File: src/rtl/fetch_stage.sv
// Instruction fetch stage: one outstanding memory request, a one-entry pending slot
// and an output buffer feeding IF_ID; redirects kill in-flight work and retarget fetch.
module fetch_stage #(
    parameter logic [31:0] RESET_PC = 32'h0000_0000
) (
    input  logic        clock,
    input  logic        reset,
    input  logic        stall,
    input  logic        redirect,
    input  logic [31:0] redirect_pc,
    output logic        imem_req,
    output logic [31:0] imem_addr,
    input  logic        imem_rvalid,
    input  logic [31:0] imem_rdata,
    output logic [31:0] InstrF,
    output logic [31:0] PCF,
    output logic [31:0] PCPlus4F,
    output logic        ValidF
);

    typedef enum logic [1:0] {StReq, StBlock, StDiscard} state_e;

    state_e      state_q, state_d;
    logic [31:0] instr_q, instr_d;
    logic [31:0] pcf_q, pcf_d;
    logic [31:0] pcp4_q, pcp4_d;
    logic        valid_q, valid_d;
    logic [31:0] pend_instr_q, pend_instr_d;
    logic [31:0] pend_pc_q, pend_pc_d;
    logic        pend_valid_q, pend_valid_d;
    logic [31:0] pc_q, pc_d;
    logic [31:0] addr_q, addr_d;

    logic consume;
    logic resp;
    logic buf_take_resp;

    assign consume       = valid_q && !stall;
    assign resp          = (state_q == StReq) && imem_rvalid;
    // A response may only bypass into the buffer when nothing older is queued ahead of it.
    assign buf_take_resp = resp && !pend_valid_q && (!valid_q || consume);

    always_comb begin
        state_d      = state_q;
        instr_d      = instr_q;
        pcf_d        = pcf_q;
        pcp4_d       = pcp4_q;
        valid_d      = valid_q;
        pend_instr_d = pend_instr_q;
        pend_pc_d    = pend_pc_q;
        pend_valid_d = pend_valid_q;
        pc_d         = pc_q;
        addr_d       = addr_q;

        if (redirect) begin
            valid_d      = 1'b0;
            pend_valid_d = 1'b0;
            pc_d         = redirect_pc;
            // An unanswered request must still be waited out; its data is dropped later.
            if (state_q != StBlock && !imem_rvalid) begin
                state_d = StDiscard;
            end else begin
                addr_d  = redirect_pc;
                state_d = StReq;
            end
        end else begin
            if (consume && pend_valid_q) begin
                instr_d      = pend_instr_q;
                pcf_d        = pend_pc_q;
                pcp4_d       = pend_pc_q + 32'd4;
                valid_d      = 1'b1;
                pend_valid_d = 1'b0;
            end else if (buf_take_resp) begin
                instr_d = imem_rdata;
                pcf_d   = addr_q;
                pcp4_d  = addr_q + 32'd4;
                valid_d = 1'b1;
            end else if (consume) begin
                valid_d = 1'b0;
            end

            if (resp && !buf_take_resp) begin
                pend_instr_d = imem_rdata;
                pend_pc_d    = addr_q;
                pend_valid_d = 1'b1;
            end

            unique case (state_q)
                StReq: begin
                    if (imem_rvalid) begin
                        pc_d    = addr_q + 32'd4;
                        addr_d  = addr_q + 32'd4;
                        state_d = pend_valid_d ? StBlock : StReq;
                    end
                end
                StBlock: begin
                    if (consume && pend_valid_q) begin
                        state_d = StReq;
                    end
                end
                StDiscard: begin
                    if (imem_rvalid) begin
                        addr_d  = pc_q;
                        state_d = StReq;
                    end
                end
                default: state_d = StReq;
            endcase
        end
    end

    always_ff @(posedge clock or negedge reset) begin
        if (!reset) begin
            state_q      <= StReq;
            instr_q      <= 32'h0;
            pcf_q        <= 32'h0;
            pcp4_q       <= 32'h0;
            valid_q      <= 1'b0;
            pend_instr_q <= 32'h0;
            pend_pc_q    <= 32'h0;
            pend_valid_q <= 1'b0;
            pc_q         <= RESET_PC;
            addr_q       <= RESET_PC;
        end else begin
            state_q      <= state_d;
            instr_q      <= instr_d;
            pcf_q        <= pcf_d;
            pcp4_q       <= pcp4_d;
            valid_q      <= valid_d;
            pend_instr_q <= pend_instr_d;
            pend_pc_q    <= pend_pc_d;
            pend_valid_q <= pend_valid_d;
            pc_q         <= pc_d;
            addr_q       <= addr_d;
        end
    end

    assign imem_req  = (state_q != StBlock);
    assign imem_addr = addr_q;
    assign InstrF    = instr_q;
    assign PCF       = pcf_q;
    assign PCPlus4F  = pcp4_q;
    assign ValidF    = valid_q;

endmodule

File: config.mk
export PLATFORM = sky130hd
export DESIGN_NAME = fetch_stage
export DESIGN_NICKNAME = d
export VERILOG_FILES = /design/src/rtl/fetch_stage.sv
export SDC_FILE = /design/constraint.sdc
export NUM_CORES = 1
export LEC_CHECK = 0
export CAP_MARGIN = 10
export CORE_MARGIN = 3
export CORE_UTILIZATION = 48
export CTS_CLUSTER_DIAMETER = 80
export DETAILED_ROUTE_END_ITERATION = 6
export PLACE_DENSITY = 0.77
export SYNTH_ARGS = -nofsm -noshare
export SYNTH_HDL_FRONTEND = slang
export SYNTH_SLANG_ARGS = --single-unit
File: constraint.sdc
create_clock -name clock -period 1.9 [get_ports clock]
set_input_delay 0.38 -clock clock [delete_from_list [all_inputs] [get_ports clock]]
set_output_delay 0.38 -clock clock [all_outputs]
set_load 0.1 [all_outputs]
Word level (Yosys, flattened, before mapping)
Cells that the tools add are included.

storage, ports and cells
  logic and storage cells = 72
  bits in registers = 228
  input bits = 69
  output and inout port bits = 130

operators by class
  $add $sub $neg = 2
  bitwise gates (word level) = 1
  multiplexer cells = 28
  equal/unequal tests = 7
  reduce and logical (&&, ||, !) cells = 24

operator list
  kind                                                                      number
  32-bit 2-to-1 mux                                                         12
  32-bit by 3-bit adder with 32-bit output (second input constant)          2
  32-bit one-hot mux with 2 select lines                                    1
  2-bit 2-to-1 mux                                                          5
  1-bit 2-to-1 mux                                                          9
  3-bit inequality test (second input constant)                             3
  1-bit logical AND                                                         7
  2-bit one-hot mux with 3 select lines                                     1
  2-bit AND reduction                                                       3
  2-bit nonzero test                                                        3
  1-bit logical NOT                                                         5
  4-bit AND reduction                                                       1
  4-bit nonzero test                                                        1
  3-bit AND reduction                                                       1
  3-bit nonzero test                                                        1
  2-bit by 1-bit equality test with 1-bit output (second input constant)    1
  2-bit equality test (second input constant)                               1
  2-bit logical NOT                                                         1
  2-bit by 1-bit inequality test with 1-bit output (second input constant)  1
  2-bit inequality test (second input constant)                             1
  1-bit logical OR                                                          1
  1-bit NOT                                                                 1

Longest topological paths before layout
Gate-level depths: netlist of run 1.

  depth in word-level cells = 12
  gate-level depth with buffers = 8
  gate-level depth less buffers = 6

Least setup slack after synthesis of run 1
OpenSTA, ideal clock, no wires.

  path type = reg-to-reg
  start = register addr_q[6], in the netlist imem_addr[6]
  end = register pc_q[31]
  arrival = 2.588 ns
  path buffers = 2
  cell stages (with the launch flop) = 8
  slack = -0.775 ns
  required time = 1.813 ns
  cells stage by stage = dfrtp_1 buf_2 nand3_2 nor4_4 buf_4 nand3_1 xor2_1 o211ai_1

between the ends
  cells in the longest elaborated chain, start to end = 4

ends and longest elaborated chain
  item                                      line  text
  from (decl)                               32    logic [31:0] addr_q, addr_d;
  from (signal assigned)                    134   addr_q <= addr_d;
  32-bit by 3-bit adder with 32-bit output  91    pc_d = addr_q + 32'd4;
  32-bit 2-to-1 mux                         90    if (imem_rvalid) begin
  32-bit 2-to-1 mux                         88    unique case (state_q)
  32-bit 2-to-1 mux                         55    if (redirect) begin
  to (signal assigned)                      133   pc_q <= pc_d;
  to (decl)                                 31    logic [31:0] pc_q, pc_d;

Every way passes these cells. The select of a mux whose other input is x is not followed.
A chain may end at the register's enable or synchronous reset.

Worst setup path in the final report of run 1
  start = register addr_q[3], in the netlist imem_addr[3]
  end = register addr_q[27], in the netlist imem_addr[27]

between the ends
  cells in the longest elaborated chain, start to end = 4

ends and longest elaborated chain
  item                                      line  text
  32-bit by 3-bit adder with 32-bit output  92    addr_d = addr_q + 32'd4;
  32-bit 2-to-1 mux                         90
  32-bit one-hot mux with 2 select lines    88
  32-bit 2-to-1 mux                         55

Every way passes these cells. The select of a mux whose other input is x is not followed.

==> results of run 1 <==
==> cell type report <==
cell class	instances	area [um2]	share of cell area
clock inverters	14	188	0.0111
clock buffers	30	673	0.0399
flip-flops and latches	226	5740	0.340
well taps	313	392	0.0232
multi-input cells	864	5490	0.325
repair buffers	352	4360	0.258
inverters	11	41.3	0.00244
==> power by group through the flow <==
stage / sequential (mW) / combinational, mW / clock (mW)
4_1_cts: 7.67 / 13.1 / 5.11
2_1_floorplan: 13.0 / 2.57 / 0
5_1_grt: 7.87 / 13.8 / 5.31
6_report: 7.71 / 13.3 / 5.08
3_3_place_gp: 7.63 / 12.8 / 0
3_5_place_dp: 7.72 / 13.0 / 0
==> kinds of logic (layout without fill, tap and decap cells) <==
group           count (synthesis)  after routing  share of synthesized area
simple gates                  456            456                      0.183
mux                            87             87                     0.0845
xor+xnor                       44             44                     0.0342
compound gates                275            275                      0.152
buf+inv                       111            407                     0.0413
flops                         226            226                      0.503
fa+ha+maj                       2              2                    0.00222
==> through the flow <==
stage / total power, mW / cell area, um2 / utilization / TNS (ns)
global placement: 20.4 / 15600 / 0.681 / -26.37
floorplan: 15.6 / 11500 / - / -5.78
finish: 26.1 / 16900 / 0.739 / -0.688
CTS: 25.9 / 16500 / 0.723 / -0.355
global route: 26.9 / 16900 / 0.739 / -2.73
detailed placement: 20.8 / 15600 / 0.681 / -38.80
==> sequential cells by signal, indices dropped and copies added (netlist names) <==
signal        count
pend_valid_q      1
PCPlus4F         30
pend_instr_q     32
pend_pc_q        32
imem_addr        32
state_q           2
pc_q             32
ValidF            1
InstrF           32
PCF              32
==> how the worst min path moves through the flow <==
| stage | startpoint | endpoint | slack, ns | depth (start not counted) |
|---|---|---|---|---|
| 6_report | redirect | pend_valid_q | 0.21 | 2 |
| 5_1_grt | redirect | pend_valid_q | 0.22 | 2 |
| 4_1_cts | redirect | pend_valid_q | 0.19 | 2 |
| 3_5_place_dp | reset | InstrF[8] | 0.30 | 1 |
| 3_3_place_gp | reset | InstrF[8] | 0.30 | 1 |
| 2_1_floorplan | reset | InstrF[0] | 0.08 | 0 |
==> critical path, cell delays in order, from the launching register on <==
cell       delay, ns
dfrtp_4         0.44
nand4_1         0.18
nor4_4          0.41
buf_6           0.18
nand4_1         0.24
a31oi_1         0.27
a2bb2oi_1       0.18
==> cells in the mapped netlist, types with 6 or more instances <==
cell	count	area, um2
a21oi_1	37	185
a22oi_1	6	45.0
a31oi_1	83	519
and3_1	14	87.6
and4_1	8	70.1
buf_2	21	105
clkbuf_1	69	259
dfrtp_1	226	5660
inv_1	10	37.5
mux2_2	64	721
mux2i_1	23	230
nand2_1	227	852
nand3_1	28	140
nand4_1	23	144
nor2_1	106	398
nor3_1	14	70.1
nor4_1	10	62.6
o211ai_1	20	150
o21ai_0	79	395
o221ai_1	10	87.6
xnor2_1	17	149
xor2_1	27	236
==> layer usage <==
| layer | global-route usage | up-vias | wire (um) |
|---|---|---|---|
| li1 | - | 4822 | - |
| met1 | 0.372 | 5237 | 14800 |
| met2 | 0.458 | 620 | 17700 |
| met3 | 0.0510 | 113 | 3350 |
| met4 | 0.0983 | 2 | 1390 |
| met5 | 0 | - | 20 |
==> what timing repair did <==
item	CTS	global route
hold buffers	1	0
cloned	0	3
pin swaps	7	14
gates resized for setup	14	47
endpoints found under the setup margin	17	110
buffers inserted	4	8
hold endpoints to repair	39	0
==> results_dict.tcl, run 1 <==
set metrics [dict create \
    status "complete, but fails checks" \
    violations "negative setup slack" \
    period_share 1.06 \
    worstSetupEndpointType "flop" \
    leakage_nw 7.28 \
    syn_nets 1272 \
    slew_violations 0 \
    hold_viol 0 \
    grt_overflow 0 \
    cp_data_required_time_ns 2.34 \
    fmax_mhz 496 \
    antenna_left 0 \
    clock_latency_ns 0.53 \
    dp.cells 1750 \
    yosysSeqAreaShare 0.503 \
    ys_types 63 \
    nFillCells 1525 \
    antenna_found_initial 1 \
    cts_buffers 24 \
    root_buffer "clkbuf_16" \
    skew_ns 0.0153 \
    dieWidth_um 159 \
    p_seq_frac 0.296 \
    drive_above_1_share 0.319 \
    drtPass1Iterations 5 \
    final_cell_mix "225 x nand2_1, 195 x dfrtp_1, 155 x buf_4" \
    grt_usage 0.278 \
    cts_tree "done" \
    ff2ff_setup_slack_ns -0.12 \
    cap_violations 0 \
    io_pins 199 \
    core_area_mm2 0.0228 \
    place_hpwl_mm 25.6 \
    yosys_most_used_dff "dfrtp_1" \
    clk_pin_slew_ns 0.07 \
    drc_errors 0 \
    die_area_mm2 0.0253 \
    rsz0062_at_grt "yes" \
    gp_congestion 0.911 \
    layout_min_cycle_time_ns 2.02 \
    vias 10794 \
    fin_ws_ns -0.115 \
    clock_sinks 226 \
    ctsHtreeMaxLevel 1 \
    final_common_cell "nand2_1" \
    avgSynthCellArea_um2 9.37 \
    clockBufferDepth 3 \
    routed_wl_mm 37.2 \
    power.density_mw_per_mm2 1540 \
    setup_viol 14 \
    whs_ns 0.212 \
    worst_slew_pin_slew_ns 0.576 \
    yosysWarningCount 0 \
    port_buffers 198 \
    ys_ff_latch 226 \
    n_antenna_cell 0 \
    syn_area_mm2 0.0113 \
    start_util 0.492 \
    grt_max_degree 69 \
    cp_max_fo 5 \
    async_flop_share 1.00 \
    dp_worst_setup_slack_ns -0.308 \
    min_path_type "primary input to flop" \
    stdcell_count 1810 \
    cp-start-kind "flop" \
    synth_enable_flop_cells 0 \
    post_drt_wl_per_cell_um 20.6 \
    p_sw_frac 0.464 \
    die_y_um 159 \
    row_count 55 \
    vdd_ir_drop_max_v 0.000766 \
    crit_path_start "imem_addr[3]" \
    intPower_mw 14.0 \
    r2r_cells 6 \
    r2r_start "imem_addr[3]" \
    dr.first_iter.drc_count 1164 \
    arrival_ns 2.46 \
    num-nets-final 1550 \
    grt_pass1_wl_mm 57.6 \
    netlist_instances 1201 \
    area_growth_pct 50.1 \
    comb_power_share 0.510 \
    reg2reg_to "imem_addr[27]" \
    crit_type "flop to flop" \
    power_switching_mw 12.1 \
    relSlewSlack 0.614 \
    vias_per_cell 5.96 \
    p_clk_frac 0.195 \
    grt_pass1_vias 10671 \
    endpoint "imem_addr[27]" \
]
Power figures use the tool's default switching activity.
==> run 2, diff against run 1 <==
SETUP_SLACK_MARGIN = 0.02   (was unset)
==> run 2 against run 1 <==
  * Register-to-register slack about the same
  * Combinational power hardly changed
  * Clock-buffer cell count increased by 7
  * The flow finishes with violations (design-rule violations, negative setup slack)
  * Highest routed layer is now met4
  * Power fell by 0.76%
  * First-iteration DRC count increased by 19%
  * Routed wire length grew 3.3%
  * Worst setup slack worse by 0.0027 ns
  * Critical path depth increased by 2
  * Global-route usage about the same
==> results_dict.tcl, run 2 (synthesized netlist as in run 1, its figures left out) <==
set metrics [dict create \
    status "complete, but fails checks" \
    violations "design-rule violations, negative setup slack" \
    grt_overflow 0 \
    power_switching_mw 12.1 \
    grt_usage 0.278 \
    cts_tree "done" \
    relSlewSlack 0.584 \
    dieWidth_um 159 \
    grt_pass1_wl_mm 57.8 \
    power.density_mw_per_mm2 1520 \
    final_cell_mix "227 x nand2_1, 195 x dfrtp_1, 179 x buf_4" \
    clk_pin_slew_ns 0.06 \
    worst_slew_pin_slew_ns 0.622 \
    crit_type "flop to flop" \
    fin_ws_ns -0.118 \
    vias_per_cell 6.10 \
    area_growth_pct 51.3 \
    setup_viol 9 \
    antenna_left 0 \
    num-nets-final 1573 \
    p_sw_frac 0.469 \
    max_stage_delay_ns 0.56 \
    ctsHtreeMaxLevel 1 \
    cp_max_fo 6 \
    arrival_ns 2.41 \
    final_common_cell "nand2_1" \
    comb_power_share 0.519 \
    antenna_found_initial 0 \
    hold_viol 0 \
    dr.first_iter.drc_count 1382 \
    whs_path_depth 2 \
    p_clk_frac 0.182 \
    gp_congestion 0.885 \
    layout_min_cycle_time_ns 2.02 \
    cp-start-kind "flop" \
    path_cells "ha_4 > nand4_4 > or4_4 > buf_6 > buf_6 > nor2_4 > xnor2_2 > o221ai_1" \
    min_path_type "primary input to flop" \
    die_y_um 159 \
    grt_max_degree 66 \
    n_antenna_cell 0 \
    drive_above_1_share 0.332 \
    routed_wl_mm 38.4 \
    slew_violations 0 \
    leakage_nw 7.35 \
    grt_pass1_vias 10633 \
    place_hpwl_mm 25.8 \
    port_buffers 198 \
    cpMostUsedCell "buf_6" \
    vdd_ir_drop_max_v 0.000762 \
    fmax_mhz 496 \
    start_util 0.492 \
    period_share 1.06 \
    dp.cells 1771 \
    clock_latency_ns 0.53 \
    row_count 55 \
    io_pins 199 \
    r2r_cells 8 \
    skew_ns 0.0128 \
    cp_slowest_cell "or4_4" \
    clock_sinks 226 \
    worstSetupEndpointType "flop" \
    whs_ns 0.231 \
    root_buffer "clkbuf_16" \
    cap_violations 0 \
    drc_errors 13 \
    drtPass1Iterations 7 \
    core_area_mm2 0.0228 \
    clockBufferDepth 3 \
    die_area_mm2 0.0253 \
    post_drt_wl_per_cell_um 21.0 \
    cp_data_required_time_ns 2.29 \
    nFillCells 1475 \
    total_power_mw 25.9 \
    p_seq_frac 0.299 \
    rsz0062_at_grt "yes" \
    cts_buffers 24 \
    intPower_mw 13.7 \
    tns_ns -0.427 \
    dp_worst_setup_slack_ns -0.314 \
    stdcell_count 1833 \
    vias 11188 \
]
run 2: cell count changes in the layout (fill, tap and decap cells not counted), sizes merged:
| cell | previous run | this run |
|---|---|---|
| clkinvlp | 1 | 0 |
| bufinv | 4 | 2 |
| buf | 283 | 308 |
| clkinv | 10 | 6 |
| clkbuf | 32 | 37 |
run 2: metrics by stage:
step | area (um2) | util
finish | 17000 | 0.745
global route | 17000 | 0.745
CTS | 16600 | 0.727
detailed placement | 15700 | 0.688
global placement | 15700 | 0.688
floorplan | 11500 | -
run 2: path summary, 6_finish.rpt:
kind / start / to / slack [ns]
max: pend_pc_q[2] / PCPlus4F[24] / -0.12
min: redirect / pend_valid_q / 0.23
max reg2reg: pend_pc_q[2] / PCPlus4F[24] / -0.12
min reg2reg: pend_instr_q[14] / pend_instr_q[14] / 0.51
max in group asynchronous: reset / PCPlus4F[2] / 0.87
min in group asynchronous: reset / InstrF[7] / 0.36
run 2: timing repair:
action	in CTS	in global routing
endpoints found under the setup margin	30	82
hold buffers	1	0
setup buffers	1	16
gates resized for setup	24	60
gates cloned	0	1
pin swaps	16	30
endpoints found under the hold margin	38	0
run 2: worst max-delay path, delay by kind of cell, from the launching register on:
kind / cells / cell delay, ns
simple gates: 3 / 0.77
flops: 1 / 0.39
buf+inv: 2 / 0.29
fa+ha+maj: 1 / 0.17
xor+xnor: 1 / 0.13
compound gates: 1 / 0.12
run 2: area by class of cell:
cell class,instances,area (um2),area share
clock buffers,37,691,0.0406
clock inverters,7,85.1,0.00500
inverters,11,41.3,0.00243
multi-input cells,864,5590,0.328
flip-flops and latches,226,5740,0.337
well taps,313,392,0.0230
repair buffers,375,4480,0.263
run 2: metal layers:
layer | global-route usage | part of all wire
met1 | 0.374 | 0.37
met2 | 0.454 | 0.48
met3 | 0.0492 | 0.10
met4 | 0.104 | 0.049
met5 | 0 | 0
run 2: power by group through the flow:
| stage | combinational (mW) | clock, mW | sequential, mW |
|---|---|---|---|
| floorplan | 2.57 | 0 | 13.0 |
| global placement | 12.9 | 0 | 7.64 |
| detailed placement | 13.1 | 0 | 7.73 |
| CTS | 13.2 | 4.72 | 7.67 |
| global route | 13.9 | 4.91 | 7.89 |
| finish | 13.4 | 4.70 | 7.74 |
